==> src/rtl/alu_pkg.sv <==
// alu_pkg: unit/function codes, FSM encoding and the unit-enable decoder shared by the ALU arbiter
package alu_pkg;
  localparam int FUNC_W = 4;
  localparam logic [1:0] UNIT_ARITH = 2'b00;
  localparam logic [1:0] UNIT_LOGIC = 2'b01;
  localparam logic [1:0] UNIT_CMP   = 2'b10;
  localparam logic [1:0] UNIT_SHIFT = 2'b11;
  localparam logic [1:0] LOGIC_AND  = 2'b00;
  localparam logic [1:0] LOGIC_OR   = 2'b01;
  localparam logic [1:0] LOGIC_NAND = 2'b10;
  localparam logic [1:0] LOGIC_NOR  = 2'b11;
  typedef enum logic [1:0] {S_IDLE, S_ISSUE, S_WAIT, S_RESP} state_e;
  function automatic logic [3:0] unit_onehot(input logic [1:0] unit);
    return 4'b0001 << unit;
  endfunction
endpackage

==> src/rtl/rr_arb2.sv <==
// rr_arb2: two-input arbiter; ALU_ARB_RR_EN builds a round-robin pointer, otherwise req 0 always wins ties
module rr_arb2 (
  input  logic       clk,
  input  logic       rst,
  input  logic [1:0] req_i,
  input  logic       upd_i,
  output logic [1:0] gnt_o,
  output logic       gnt_id_o
);
`ifdef ALU_ARB_RR_EN
  logic ptr_q;
  always_ff @(posedge clk) begin
    ptr_q <= rst ? 1'b0 : (upd_i ? ~gnt_id_o : ptr_q);
  end
  assign gnt_id_o = req_i[1] && (ptr_q || !req_i[0]);
`else
  logic unused;
  assign unused   = ^{clk, rst, upd_i};
  assign gnt_id_o = req_i[1] && !req_i[0];
`endif
  assign gnt_o = {gnt_id_o, req_i[0] && !gnt_id_o};
endmodule

==> src/rtl/alu_arbiter.sv <==
// alu_arbiter: shares one multi-unit ALU between two requesters and returns a tagged response
// ALU_ARB_RR_EN selects round-robin tie-breaking in rr_arb2 (fixed req0 priority otherwise)
module alu_arbiter
  import alu_pkg::*;
#(
  parameter int WIDTH   = 16,
  parameter int ALU_LAT = 1
) (
  input  logic              clk,
  input  logic              rst,
  input  logic              req0_valid,
  output logic              req0_ready,
  input  logic [WIDTH-1:0]  req0_a,
  input  logic [WIDTH-1:0]  req0_b,
  input  logic [FUNC_W-1:0] req0_func,
  input  logic              req1_valid,
  output logic              req1_ready,
  input  logic [WIDTH-1:0]  req1_a,
  input  logic [WIDTH-1:0]  req1_b,
  input  logic [FUNC_W-1:0] req1_func,
  output logic              resp_valid,
  input  logic              resp_ready,
  output logic              resp_id,
  output logic [WIDTH-1:0]  resp_data,
  output logic [WIDTH-1:0]  alu_a,
  output logic [WIDTH-1:0]  alu_b,
  output logic [1:0]        alu_func,
  output logic              arith_en,
  output logic              logic_en,
  output logic              cmp_en,
  output logic              shift_en,
  input  logic [WIDTH-1:0]  alu_out
);
  localparam int CW = (ALU_LAT > 1) ? $clog2(ALU_LAT) : 1;
  if (ALU_LAT < 1) begin : g_bad_lat
    $error("alu_arbiter: ALU_LAT must be at least 1");
  end
  state_e            state_q, state_d;
  logic [CW-1:0]     cnt_q;
  logic [WIDTH-1:0]  a_q, b_q, data_q;
  logic [1:0]        func_q;
  logic [3:0]        en_q;
  logic              id_q, rid_q, rvalid_q;
  logic [1:0]        gnt;
  logic              gnt_id, accept;
  logic [FUNC_W-1:0] sel_func;
  rr_arb2 u_arb (
    .clk     (clk),
    .rst     (rst),
    .req_i   ({req1_valid, req0_valid}),
    .upd_i   (accept),
    .gnt_o   (gnt),
    .gnt_id_o(gnt_id)
  );
  always_ff @(posedge clk) begin
    state_q <= rst ? S_IDLE : state_d;
  end
  always_comb begin
    state_d = state_q;
    case (state_q)
      S_IDLE:  state_d = accept ? S_ISSUE : S_IDLE;
      S_ISSUE: state_d = S_WAIT;
      S_WAIT:  state_d = (cnt_q == '0) ? S_RESP : S_WAIT;
      S_RESP:  state_d = resp_ready ? S_IDLE : S_RESP;
      default: state_d = S_IDLE;
    endcase
  end
  always_comb begin
    req0_ready = !rst && state_q == S_IDLE && gnt[0];
    req1_ready = !rst && state_q == S_IDLE && gnt[1];
    accept     = req0_ready || req1_ready;
    sel_func   = gnt_id ? req1_func : req0_func;
  end
  // Operands and the unit enable are registered at acceptance so they are live during ISSUE
  always_ff @(posedge clk) begin
    if (rst) begin
      a_q      <= '0;
      b_q      <= '0;
      func_q   <= '0;
      en_q     <= '0;
      id_q     <= 1'b0;
      cnt_q    <= '0;
      data_q   <= '0;
      rid_q    <= 1'b0;
      rvalid_q <= 1'b0;
    end else begin
      en_q <= '0;
      if (accept) begin
        a_q    <= gnt_id ? req1_a : req0_a;
        b_q    <= gnt_id ? req1_b : req0_b;
        func_q <= sel_func[1:0];
        en_q   <= unit_onehot(sel_func[3:2]);
        id_q   <= gnt_id;
      end
      if (state_q == S_ISSUE) cnt_q <= CW'(ALU_LAT - 1);
      if (state_q == S_WAIT && cnt_q != '0) cnt_q <= cnt_q - CW'(1);
      if (state_q == S_WAIT && cnt_q == '0) begin
        data_q   <= alu_out;
        rid_q    <= id_q;
        rvalid_q <= 1'b1;
      end
      if (state_q == S_RESP && resp_ready) rvalid_q <= 1'b0;
    end
  end
  assign alu_a      = a_q;
  assign alu_b      = b_q;
  assign alu_func   = func_q;
  assign arith_en   = en_q[UNIT_ARITH];
  assign logic_en   = en_q[UNIT_LOGIC];
  assign cmp_en     = en_q[UNIT_CMP];
  assign shift_en   = en_q[UNIT_SHIFT];
  assign resp_valid = rvalid_q;
  assign resp_id    = rid_q;
  assign resp_data  = data_q;
endmodule
==> config.mk <==
export PLATFORM = sky130hd
export DESIGN_NAME = alu_arbiter
export DESIGN_NICKNAME = d
export VERILOG_FILES = /design/src/rtl/alu_pkg.sv /design/src/rtl/rr_arb2.sv /design/src/rtl/alu_arbiter.sv
export SDC_FILE = /design/constraint.sdc
export NUM_CORES = 1
export LEC_CHECK = 0
export CORE_ASPECT_RATIO = 1.1
export CORE_MARGIN = 2
export CORE_UTILIZATION = 36
export CTS_BUF_LIST = sky130_fd_sc_hd__clkbuf_8
export DETAILED_ROUTE_END_ITERATION = 10
export GPL_TIMING_DRIVEN = 0
export PLACE_DENSITY = 0.79
export SYNTH_ARGS = -nofsm -noshare
export SYNTH_HDL_FRONTEND = slang
export SYNTH_SLANG_ARGS = --single-unit
==> constraint.sdc <==
create_clock -name clk -period 1.6 [get_ports clk]
set_clock_uncertainty 0.2 [all_clocks]
set_input_delay 0.32 -clock clk [delete_from_list [all_inputs] [get_ports clk]]
set_output_delay 0.32 -clock clk [all_outputs]
set_load 0.02 [all_outputs]
==> flow_metrics.py, run 1 <==
metrics = {
    "worst_setup_path": {
        "arrival_ps": 1310,
        "required_ps": 1080,
        "crit_type": "flip-flop to output port",
        "rr_worst_depth": 6,
        "r2r_slack_ps": -70,
        "reg2reg_from": "state_q[0]",
        "crit_fanout": 3,
        "start_kind": "flip-flop",
        "cp-startpoint": "state_q[1]",
        "crit_path_end_kind": "output port",
        "reg2reg_to": "alu_b[8]",
    },
    "cells_and_area": {
        "n_antenna_cell": 0,
        "layout-drive-gt1-share_pct": 18.9,
        "finish.instance_area_sq_mm": 0.00467,
        "fin_nets": 539,
        "syn_to_final_growth_pct": 70.7,
    },
    "logic_synthesis": {
        "ys_async_sr_fraction_pct": 0,
        "synth.distinct_cells": 31,
        "synth_top_area_cell": "dfxtp_1",
        "yosys_warnings": 0,
        "yosys_most_used_dff": "dfxtp_1",
        "synth_top_area_share_pct": 43.9,
        "yosys-top-cells-area": "dfxtp_1 (44%), a211oi_2 (14%), mux2i_1 (13%)",
        "synth_edf_count": 0,
        "syn_inst": 275,
        "synth-seq-cells": 60,
        "synth_area_per_cell_sq_um": 9.95,
        "syn_area_sq_mm": 0.00274,
        "syn_nets": 368,
        "yosysSeqAreaShare_pct": 43.9,
    },
    "detailed_routing": {
        "wirelength_microns": 8280,
        "drt_first_pass_iters": 4,
        "drtAntennaViolNets": 0,
        "drc": 0,
        "drt-vias-per-instance": 5.08,
        "first_iter_violations": 67,
        "routedWlPerCell_microns": 15.5,
        "dr_total_vias": 2721,
    },
    "floorplan": {
        "die_h_microns": 95.4,
        "fp.dieArea_sq_mm": 0.00831,
        "core-area_sq_mm": 0.00743,
        "initial_utilization_pct": 36.8,
        "boundaryPins": 151,
        "row_count": 33,
        "die_x_microns": 87.1,
    },
    "hold_path": {
        "whs_endpoint": "id_q",
        "hold_depth": 2,
        "min-delay-start": "req0_valid",
        "hold_class": "input port to flip-flop",
    },
    "place": {
        "pre_cts_ws_ps": -1240,
        "post-dp-hpwl_microns": 5960,
        "port_buffers": 150,
        "gp_congestion": 0.749,
        "dpl-instance-area_sq_mm": 0.00436,
    },
    "global_route": {
        "grt_max_degree": 18,
        "grtUsageTotal_pct": 19.1,
        "overflow": 0,
        "grt_pass1_vias": 2614,
        "grt_pass1_wl_microns": 12300,
        "antenna_found_initial": 0,
    },
    "clocking": {
        "numClockSinks": 60,
        "cts_root_buffer": "clkbuf_8",
        "cts.path.max_buffers": 2,
        "ctsHtreeMaxLevel": 3,
        "clk_pin_slew_ps": 70,
        "ctsHoldBuffers": 0,
        "cts_tree": "built",
        "clock_latency_ps": 330,
        "cts_inserted_buffers": 9,
    },
    "timing": {
        "finalCritPeriodShare_pct": 114,
        "finalSetupViolCount": 31,
        "layout_min_cycle_time_ps": 1830,
        "whs_ps": 161,
        "slew_headroom_pct": 54.0,
        "maxSlewViolCount": 0,
        "maxClockFrequency_ghz": 0.548,
        "rsz0062_at_grt": "true",
        "hold_viol": 0,
        "worst_slack_ps": -226,
        "tightest_slew_ps": 690,
    },
    "run_status": {
        "status": "finished, violations left",
        "violations": "setup timing",
    },
    "power_and_ir_drop": {
        "p_per_area_mw_per_mm2": 905,
        "ir_drop_mv": 0.589,
        "leakage_nw": 2.08,
    },
    "run": {
        "maxCapViolations": 0,
    },
}
worst max-delay path, stage by stage (launching register included):
cell	delay [ps]
dfxtp_4	360
or3_4	400
nor2_4	100
buf_6	120
flip-flops by register name, indices dropped and copies added, names as in the netlist:
register	cells
id_q	1
state_q	2
alu_func	2
alu_b	16
en_q	4
cnt_q	1
resp_data	16
alu_a	16
resp_id	1
resp_valid	1
worst max-delay path by stage:
stage	to	cells past startpoint
after floorplan	alu_a[0]	6
after CTS	req1_ready	3
after global placement	req0_ready	5
final	req1_ready	3
after global routing	req0_ready	4
after detailed placement	req0_ready	5
metrics by stage:
| step | utilization, % | power (mW) | setup TNS (ps) | std cells |
|---|---|---|---|---|
| after global routing | 62.8 | 4.44 | -4050 | 536 |
| after floorplan | - | 2.47 | 0 | 275 |
| after detailed placement | 58.7 | 3.10 | -40780 | 512 |
| after CTS | 60.7 | 4.16 | -1260 | 529 |
| final | 62.8 | 4.22 | -1270 | 536 |
| after global placement | 58.7 | 3.07 | -38130 | 512 |
layout make-up:
cell class | instances | area (sq um)
buffer | 22 | 201
inverter | 1 | 3.75
tap | 87 | 109
sequential | 60 | 1210
clock buffer | 10 | 138
clock inverter | 4 | 18.8
fill | 656 | 2760
multi-input combinational | 189 | 1400
timing repair buffer | 163 | 1590
Yosys cell counts, types with 2 or more instances:
master / count
a211oi_2: 30
dfxtp_1: 60
nand2_1: 37
buf_2: 7
a211oi_1: 8
nor3b_1: 3
a21oi_1: 53
buf_6: 5
clkbuf_1: 8
nor2b_1: 2
buf_4: 5
mux2i_1: 35
nor2_1: 4
where the power goes:
group	switching, mW	leakage (nW)	total [mW]	internal (mW)
registers	0.0760	0.493	1.72	1.64
logic	0.678	1.50	1.38	0.703
clock network	0.552	0.0890	1.12	0.572
kinds of logic after synthesis:
family / share of synthesized area [%]
DFF: 43.9
AOI/OAI and AO/OA: 26.3
muxes: 13.2
buffers and inverters: 6.08
xor gates and xnor gates: 0.320
and+or+nand+nor: 10.2
placed cells by master, fill, tap and decap left out, types with 2 or more instances in the layout:
master / count
a21oi_1: 53
a211oi_2: 30
buf_6: 8
inv_1: 2
a211oi_1: 8
dfxtp_4: 2
nor3b_1: 3
nor2b_1: 2
clkbuf_1: 4
clkbuf_16: 3
mux2i_1: 35
buf_8: 2
clkbuf_2: 4
clkdlybuf4s15_1: 2
dfxtp_1: 58
buf_12: 3
nor2_1: 3
clkbuf_8: 10
clkinv_2: 3
nand2_1: 37
clkdlybuf4s50_1: 89
and2_4: 2
buf_4: 11
dlygate4sd2_1: 56
per-layer routing:
layer  global-route usage [%]  vias to the layer above  wire length (microns)
met5                        0                        -                      0
met4                     8.59                        0                    154
met3                     6.58                       15                    795
met2                     32.4                      114                   3940
met1                     21.7                     1253                   3390
li1                         -                     1339                      -
repair_timing:
item                                    CTS  global route
gates cloned                              0             4
gates resized for setup                  85            21
buffers inserted                          6             4
pin swaps                                 3             1
endpoints found under the setup margin  114            52
Power figures use the tool's default switching activity.
==> run 2, diff against run 1 <==
Settings changed: CTS_CLUSTER_SIZE set to 28, TNS_END_PERCENT set to 100.
==> results of run 2 <==
No change in the layout: final DEF, timing and power equal those of run 1.
==> run 3, diff against run 2 <==
Settings changed: PLACE_DENSITY 0.79 to 0.76.
Clock period 1.6 ns to 1.8 ns, I/O delays scaled along.
==> run 3 against run 2 <==
Effect of this change:
- the run still ends with setup timing left
- sequential share of layout area grew 0.51 points
- via count fell by 0.48%
- final area down 1.9%
- clock power grew 27%
- core utilization down 1.2 points
- combinational power down 18%
- cell count fell by 0.75%
- non-clock buffer count down 5
- total power fell by 3.3%
- worst setup slack better by 140 ps
- largest cell class unchanged
- largest power group unchanged
==> flow_metrics.py, run 3 (synthesized netlist as in run 1, its figures left out) <==
metrics = {
    "worst_setup_path": {
        "r2r_slack_ps": 110,
        "start_kind": "flip-flop",
        "arrival_ps": 1320,
        "crit_fanout": 5,
        "cp_slowest_cell": "or3_4",
        "reg2reg_from": "state_q[1]",
        "rr_worst_depth": 6,
        "crit_path_end_kind": "output port",
        "path_depth": 3,
        "cp_top_family": "simple AND/OR/NAND/NOR gates",
        "slowest_delay_ps": 400,
        "path_cells": "or3_4, nor2_1, buf_4",
        "crit_buf_inv": 1,
        "crit_type": "flip-flop to output port",
        "reg2reg_to": "alu_b[9]",
        "required_ps": 1240,
    },
    "clocking": {
        "ctsHtreeMaxLevel": 3,
        "clk_pin_slew_ps": 60,
        "cts.path.max_buffers": 2,
        "cts_tree": "built",
        "cts_root_buffer": "clkbuf_8",
        "ctsHoldBuffers": 0,
        "cts_inserted_buffers": 9,
        "clock_latency_ps": 330,
        "numClockSinks": 60,
    },
    "global_route": {
        "grt_pass1_wl_microns": 12800,
        "groute.layer.met2.usage_pct": 34.0,
        "antenna_found_initial": 0,
        "overflow": 0,
        "grt-busiest-layer": "met2",
        "met3_usage_pct": 6.23,
        "met1_usage_pct": 22.7,
        "grt_pass1_vias": 2706,
        "grt_max_degree": 11,
        "grtUsageTotal_pct": 19.6,
    },
    "floorplan": {
        "boundaryPins": 151,
        "die_x_microns": 87.1,
        "row_count": 33,
        "die_h_microns": 95.4,
        "fp.dieArea_sq_mm": 0.00831,
        "initial_utilization_pct": 36.8,
        "core-area_sq_mm": 0.00743,
    },
    "hold_path": {
        "hold_depth": 2,
        "whs_endpoint": "id_q",
        "min-delay-start": "req0_valid",
        "hold_class": "input port to flip-flop",
    },
    "cells_and_area": {
        "mostFrequentLayoutCells": "clkdlybuf4s50_1 (89), dfxtp_1 (58), dlygate4sd2_1 (58)",
        "fin_nets": 533,
        "syn_to_final_growth_pct": 67.4,
        "layout-drive-gt1-share_pct": 17.5,
        "finalNonFillerCells": 532,
        "n_antenna_cell": 0,
        "final_common_cell": "clkdlybuf4s50_1",
    },
    "timing": {
        "worst_slack_ps": -84.4,
        "maxSlewViolCount": 0,
        "finalSetupViolCount": 2,
        "maxClockFrequency_ghz": 0.531,
        "layout_min_cycle_time_ps": 1880,
        "fin_tns_setup_ps": -144,
        "slew_headroom_pct": 54.9,
        "tightest_slew_ps": 677,
        "rsz0062_at_grt": "true",
        "hold_viol": 0,
        "finalCritPeriodShare_pct": 105,
        "whs_ps": 207,
    },
    "power_and_ir_drop": {
        "switching_power_mw": 1.17,
        "power_mw": 4.08,
        "seqPwrFrac_pct": 37.5,
        "ir_drop_mv": 0.676,
        "clock_power_share_pct": 34.8,
        "internal_power_mw": 2.92,
        "p_per_area_mw_per_mm2": 892,
        "netSwitchingFraction_pct": 28.6,
        "power_frac_comb_pct": 27.7,
        "leakage_nw": 2.05,
    },
    "detailed_routing": {
        "first_iter_violations": 61,
        "dr_total_vias": 2708,
        "drc": 0,
        "drt-vias-per-instance": 5.09,
        "drt_first_pass_iters": 4,
        "drtAntennaViolNets": 0,
        "routedWlPerCell_microns": 15.5,
        "wirelength_microns": 8230,
    },
    "place": {
        "port_buffers": 150,
        "gp_congestion": 0.729,
        "pre_cts_ws_ps": -1120,
        "placedCellCount": 512,
        "post-dp-hpwl_microns": 6160,
    },
    "run_status": {
        "violations": "setup timing",
        "status": "finished, violations left",
    },
    "run": {
        "maxCapViolations": 0,
    },
}
## run 3: cell count changes in the layout (fill, tap and decap cells not counted), moves of 2 or more
cell / previous run / this run
buf_12: 3 / 0
buf_2: 1 / 4
dlygate4sd2_1: 56 / 58
buf_8: 2 / 0
clkbuf_16: 3 / 0
bufinv_16: 0 / 3
clkdlybuf4s15_1: 2 / 0
## run 3: stage by stage
| stage | utilization [%] | cell area, sq um |
|---|---|---|
| 2_1_floorplan | - | 2740 |
| 3_3_place_gp | 58.5 | 4350 |
| 3_5_place_dp | 58.5 | 4350 |
| 4_1_cts | 61.2 | 4550 |
| 5_1_grt | 61.6 | 4580 |
| 6_report | 61.6 | 4580 |
## run 3: routing by layer
layer,up-vias,wire length (microns)
li1,1321,-
met1,1264,3480
met2,106,3940
met3,17,633
met4,0,180
met5,-,0
## run 3: how the worst max path moves through the flow
stage               startpoint         end
floorplan           state_q[0]  req0_ready
global placement           rst  req0_ready
detailed placement         rst  req0_ready
CTS                 state_q[0]  req1_ready
global route        state_q[1]  req1_ready
finish              state_q[1]  req1_ready
## run 3: power by group through the flow
stage / Sequential, mW / Combinational [mW] / Clock (mW)
floorplan: 1.69 / 0.488 / 0
global placement: 1.55 / 1.17 / 0
detailed placement: 1.55 / 1.20 / 0
CTS: 1.54 / 1.12 / 1.43
global route: 1.55 / 1.22 / 1.50
finish: 1.53 / 1.13 / 1.42
## run 3: layout make-up
class                           count  area (sq um)
Fill cell                         650          2850
Clock buffer                        9           124
Sequential cell                    60          1210
Multi-Input combinational cell    188          1380
Timing Repair Buffer              157          1480
Tap cell                           87           109
Inverter                            1          3.75
Clock inverter                      7           108
Buffer                             23           163
## run 3: timing repair
item / CTS / global route
gates resized for setup: 82 / 7
gates cloned: 0 / 0
setup buffers: 3 / 4
pin swaps: 3 / 2
endpoints found under the setup margin: 102 / 25
